<file path="config.mk">
export PLATFORM = sky130hd
export DESIGN_NAME = serial_subtractor
export DESIGN_NICKNAME = d
export VERILOG_FILES = /design/src/rtl/serial_subtractor.sv
export SDC_FILE = /design/constraint.sdc
export NUM_CORES = 1
export LEC_CHECK = 0
export CAP_MARGIN = 5
export CORE_MARGIN = 2
export CORE_UTILIZATION = 40
export CTS_BUF_LIST = sky130_fd_sc_hd__clkbuf_4
export DETAILED_ROUTE_END_ITERATION = 8
export GPL_TIMING_DRIVEN = 0
export PLACE_DENSITY = 0.66
export SETUP_SLACK_MARGIN = 0.2
export SYNTH_ARGS = -nofsm -noshare
export SYNTH_HDL_FRONTEND = slang
export SYNTH_SLANG_ARGS = --single-unit
</file>
<file path="constraint.sdc">
create_clock -name i_clk -period 1.77 [get_ports i_clk]
set_input_delay 0.354 -clock i_clk [delete_from_list [all_inputs] [get_ports i_clk]]
set_output_delay 0.354 -clock i_clk [all_outputs]
set_load 0.005 [all_outputs]
</file>
<file path="src/rtl/serial_subtractor.sv">
// Bit-serial LSB-first subtractor: one full-subtractor cell plus a borrow flop, WIDTH+2 cycles per op.
// Define SERIAL_SUBTRACTOR_OVF_EN to add the o_ovf two's-complement overflow output.
//
// state   | meaning
// --------+--------------------------------------------------------------
// S_IDLE  | waiting for i_start; o_diff/o_borrow hold the previous result
// S_SHIFT | one difference bit per clock, WIDTH clocks
// S_DONE  | o_done strobe for one cycle, then back to S_IDLE
module serial_subtractor #(
  parameter int WIDTH = 8
) (
  input  logic             i_clk,
  input  logic             i_rst,
  input  logic             i_start,
  input  logic [WIDTH-1:0] i_a,
  input  logic [WIDTH-1:0] i_b,
  output logic             o_busy,
  output logic             o_done,
  output logic [WIDTH-1:0] o_diff,
  output logic             o_borrow
`ifdef SERIAL_SUBTRACTOR_OVF_EN
  ,
  output logic             o_ovf
`endif
);

  localparam int CNT_W = $clog2(WIDTH) + 1;
  localparam logic [CNT_W-1:0] CNT_LAST = CNT_W'(WIDTH - 1);

  typedef enum logic [1:0] {
    S_IDLE  = 2'd0,
    S_SHIFT = 2'd1,
    S_DONE  = 2'd2
  } state_t;

  state_t           r_state;
  state_t           w_state_nxt;
  logic             w_accept;
  logic             w_last;

  logic [WIDTH-1:0] r_a_sh;
  logic [WIDTH-1:0] r_b_sh;
  logic             r_bor;
  logic [CNT_W-1:0] r_cnt;
  logic [WIDTH-1:0] r_diff;
  logic             r_borrow;

  logic             w_a0;
  logic             w_b0;
  logic             w_d;
  logic             w_bnext;
  logic [WIDTH-1:0] w_a_nxt;

  // FSM state register
  always_ff @(posedge i_clk or posedge i_rst) begin
    if (i_rst) begin
      r_state <= S_IDLE;
    end else begin
      r_state <= w_state_nxt;
    end
  end

  always_comb begin
    w_state_nxt = r_state;
    w_accept    = 1'b0;
    w_last      = 1'b0;
    case (r_state)
      S_IDLE: begin
        if (i_start) begin
          w_accept    = 1'b1;
          w_state_nxt = S_SHIFT;
        end
      end
      S_SHIFT: begin
        if (r_cnt == CNT_LAST) begin
          w_last      = 1'b1;
          w_state_nxt = S_DONE;
        end
      end
      S_DONE: begin
        w_state_nxt = S_IDLE;
      end
      default: begin
        w_state_nxt = S_IDLE;
      end
    endcase
  end

  // Full-subtractor cell
  assign w_a0    = r_a_sh[0];
  assign w_b0    = r_b_sh[0];
  assign w_d     = w_a0 ^ w_b0 ^ r_bor;
  assign w_bnext = (~w_a0 & w_b0) | (~w_a0 & r_bor) | (w_b0 & r_bor);

  // The minuend register doubles as the result register: each consumed
  // minuend bit is replaced at the top by the freshly computed difference bit.
  generate
    if (WIDTH == 1) begin : g_w1
      assign w_a_nxt = w_d;
    end else begin : g_wn
      assign w_a_nxt = {w_d, r_a_sh[WIDTH-1:1]};
    end
  endgenerate

`ifdef SERIAL_SUBTRACTOR_OVF_EN
  logic r_a_msb;
  logic r_b_msb;
  logic r_ovf;
  logic w_ovf;

  assign w_ovf = (r_a_msb ^ r_b_msb) & (r_a_msb ^ w_d);

  always_ff @(posedge i_clk or posedge i_rst) begin
    if (i_rst) begin
      r_a_msb <= 1'b0;
      r_b_msb <= 1'b0;
      r_ovf   <= 1'b0;
    end else begin
      if (w_accept) begin
        r_a_msb <= i_a[WIDTH-1];
        r_b_msb <= i_b[WIDTH-1];
      end
      if (w_last) begin
        r_ovf <= w_ovf;
      end
    end
  end

  assign o_ovf = r_ovf;
`endif

  always_ff @(posedge i_clk or posedge i_rst) begin
    if (i_rst) begin
      r_a_sh   <= '0;
      r_b_sh   <= '0;
      r_bor    <= 1'b0;
      r_cnt    <= '0;
      r_diff   <= '0;
      r_borrow <= 1'b0;
    end else if (w_accept) begin
      r_a_sh <= i_a;
      r_b_sh <= i_b;
      r_bor  <= 1'b0;
      r_cnt  <= '0;
    end else if (r_state == S_SHIFT) begin
      r_a_sh <= w_a_nxt;
      r_b_sh <= r_b_sh >> 1;
      r_bor  <= w_bnext;
      r_cnt  <= r_cnt + 1'b1;
      if (w_last) begin
        r_diff   <= w_a_nxt;
        r_borrow <= w_bnext;
      end
    end
  end

  assign o_busy   = (r_state != S_IDLE);
  assign o_done   = (r_state == S_DONE);
  assign o_diff   = r_diff;
  assign o_borrow = r_borrow;

endmodule
</file>
==> results.sh <==
export IMPL_status="finished clean"
export IMPL_n_fill_cell=320
export IMPL_overflow=0
export IMPL_synth_distinct_cells=23
export IMPL_drive_above_1_share_pct=22.1
export IMPL_synth_top_cell_by_area="dfrtp_1"
export IMPL_final_cell_mix="36 x nand2_1, 31 x dfrtp_1, 21 x clkdlybuf4s50_1"
export IMPL_synth_area_leaders="dfrtp_1 58%, nand2_1 9.8%, a22oi_1 7.7%, mux2_2 6.6%, a21oi_1 1.8%"
export IMPL_dieHeight_um=62.6
export IMPL_critical_path_arrival_ps=1780
export IMPL_io_pins=30
export IMPL_drtIter0Drc=52
export IMPL_drv_slew=0
export IMPL_critPathMaxFanout=5
export IMPL_postPlaceCellArea_um2=1720
export IMPL_max_freq_mhz=645
export IMPL_h_tree_depth=2
export IMPL_grt_usage_pct=15.5
export IMPL_synth_top_area_share_pct=58.3
export IMPL_wl_per_cell_um=13.4
export IMPL_rsz0062_at_grt="true"
export IMPL_clk_pin_slew_ps=100
export IMPL_clk_path_buf_depth=2
export IMPL_cts_root_buf="clkbuf_4"
export IMPL_dpl_hpwl_um=1840
export IMPL_cp_startpoint="r_state[1]"
export IMPL_n_antenna_cell=0
export IMPL_fin_crit_sh_pct=87.6
export IMPL_vdd_drop_max_v=0.000657
export IMPL_p_leak_uw=0.000965
export IMPL_worst_r2r_cell_count=6
export IMPL_layout_commonest_cell="nand2_1"
export IMPL_drtPass1Iterations=4
export IMPL_clk_latency_ps=330
export IMPL_rr_endpoint="o_diff[2]"
export IMPL_worstSetupPathType="reg2reg"
export IMPL_cts_buffers=5
export IMPL_place_ws_ps=-52.1
export IMPL_area_sequential_um2=802
export IMPL_syn_inst=126
export IMPL_avgSynthCellArea_um2=10.9
export IMPL_hold_class="in2async"
export IMPL_finalClockSkew_ps=6.25
export IMPL_yosysWarnings=0
export IMPL_wl_um=2930
export IMPL_rrSetupSlack_ps=220
export IMPL_gp_congestion=0.712
export IMPL_period_needed_ps=1550
export IMPL_vias=1082
export IMPL_end_kind="flop"
export IMPL_fin_tns_setup_ps=0
export IMPL_coreArea_um2=3310
export IMPL_synthesis_area_um2=1370
export IMPL_grt_pass1_wl_um=4840
export IMPL_p_per_area_nw_per_um2=1570
export IMPL_worst_r2r_startpoint="r_state[1]"
export IMPL_ant_nets=0
export IMPL_setup_slack_ps=220
export IMPL_design_area_um2=1900
export IMPL_tightest_slew_ps=618
export IMPL_drcViolationCount=0
export IMPL_dieArea_um2=3920
export IMPL_grt_antenna_before_repair=0
export IMPL_areaGrowthSynthToFinish_pct=38.5
export IMPL_grt_start_max_net_pins=33
export IMPL_port_buffers=29
export IMPL_multiInputGateArea_um2=542
export IMPL_synthesis_nets=147
export IMPL_synth_seq_area_share_pct=58.3
export IMPL_ys_ff_latch=32
export IMPL_cts_sinks=32
export IMPL_grt_pass1_vias=1053
export IMPL_hold_buffers=0
export IMPL_setup_viol=0
export IMPL_start_util_pct=41.5
export IMPL_die_w_um=62.6
export IMPL_cts_tree="built"
export IMPL_worstPathRequired_ps=2000
export IMPL_hold_viol=0
export IMPL_drv_cap=0
export IMPL_totalPowerFinal_uw=2980
export IMPL_viasPerCell=4.96
export IMPL_nets=192
export IMPL_start_kind="flop"
export IMPL_row_count=21
export IMPL_max_slew_margin_pct=58.8
## area by class of cell
type	count	area share, %
inverter	4	0.790
timing repair buffer	38	20.7
buffer	6	2.04
tap	46	3.03
clock inverter	3	0.724
multi-input combinational	84	28.5
clock buffer	5	1.97
sequential	32	42.2
## sequential cells by signal (all words and copies together), names as in the netlist
name / cells
r_bor: 1
r_a_sh: 8
r_state: 2
o_borrow: 1
o_diff: 8
r_cnt: 4
r_b_sh: 8
## worst max path at each step
stage,to,slack [ps],cells past startpoint
6_report,o_diff[2],220,6
5_1_grt,o_diff[2],170,6
4_1_cts,o_busy,120,2
3_5_place_dp,r_state[0],-50,2
3_3_place_gp,r_a_sh[1],-20,5
2_1_floorplan,o_borrow,470,4
## Yosys cell counts
master,number
buf_6,1
nand2_1,36
or2b_1,1
nand2b_1,1
or2_2,2
fa_1,1
and2b_2,1
and3_1,1
o21bai_2,1
dfrtp_1,32
inv_1,4
buf_4,1
o21ai_0,5
a21oi_1,5
clkbuf_1,1
mux2_2,8
mux2i_1,2
nor3b_1,2
ha_1,1
nor2b_1,2
nand4_1,1
buf_2,3
a22oi_1,14
## cell families after synthesis
family,count (synthesis),share of synthesized area [%]
muxes,10,8.02
adders and majority gates,2,2.37
and+or+nand+nor,47,15.3
buffers and inverters,10,3.83
AOI/OAI and AO/OA,25,12.1
DFF,32,58.3
## layer usage
metal | global-route usage [%] | vias up | share of wire (%)
li1 | - | 517 | -
met1 | 20.1 | 523 | 46
met2 | 25.4 | 35 | 47
met3 | 3.42 | 7 | 5.3
met4 | 5.83 | 0 | 1.6
met5 | 0 | - | 0
## critical path, stage by stage, from the launching register on
cell	delay, ps
dfrtp_1	420
buf_6	130
buf_6	110
nor2b_2	110
and3_4	210
buf_6	130
mux2_2	330
## stage by stage
stage / std cells / hold slack [ps] / utilization [%]
after floorplan: 126 / 429 / -
after global placement: 201 / 448 / 52.0
after detailed placement: 201 / 453 / 52.0
after CTS: 212 / 464 / 54.1
after global routing: 218 / 429 / 57.4
final: 218 / 384 / 57.4
## timing repair
action / in CTS / in global routing
setup buffers: 3 / 4
gates resized for setup: 4 / 20
cloned: 0 / 1
endpoints found under the setup margin: 3 / 28
pin swaps: 0 / 1
## power breakdown
group | internal, uW | total (uW) | switching, uW
Combinational | 724 | 1310 | 590
Sequential | 1060 | 1270 | 205
Clock | 146 | 401 | 256
Total | 1930 | 2980 | 1050
Power figures use the tool's default switching activity.
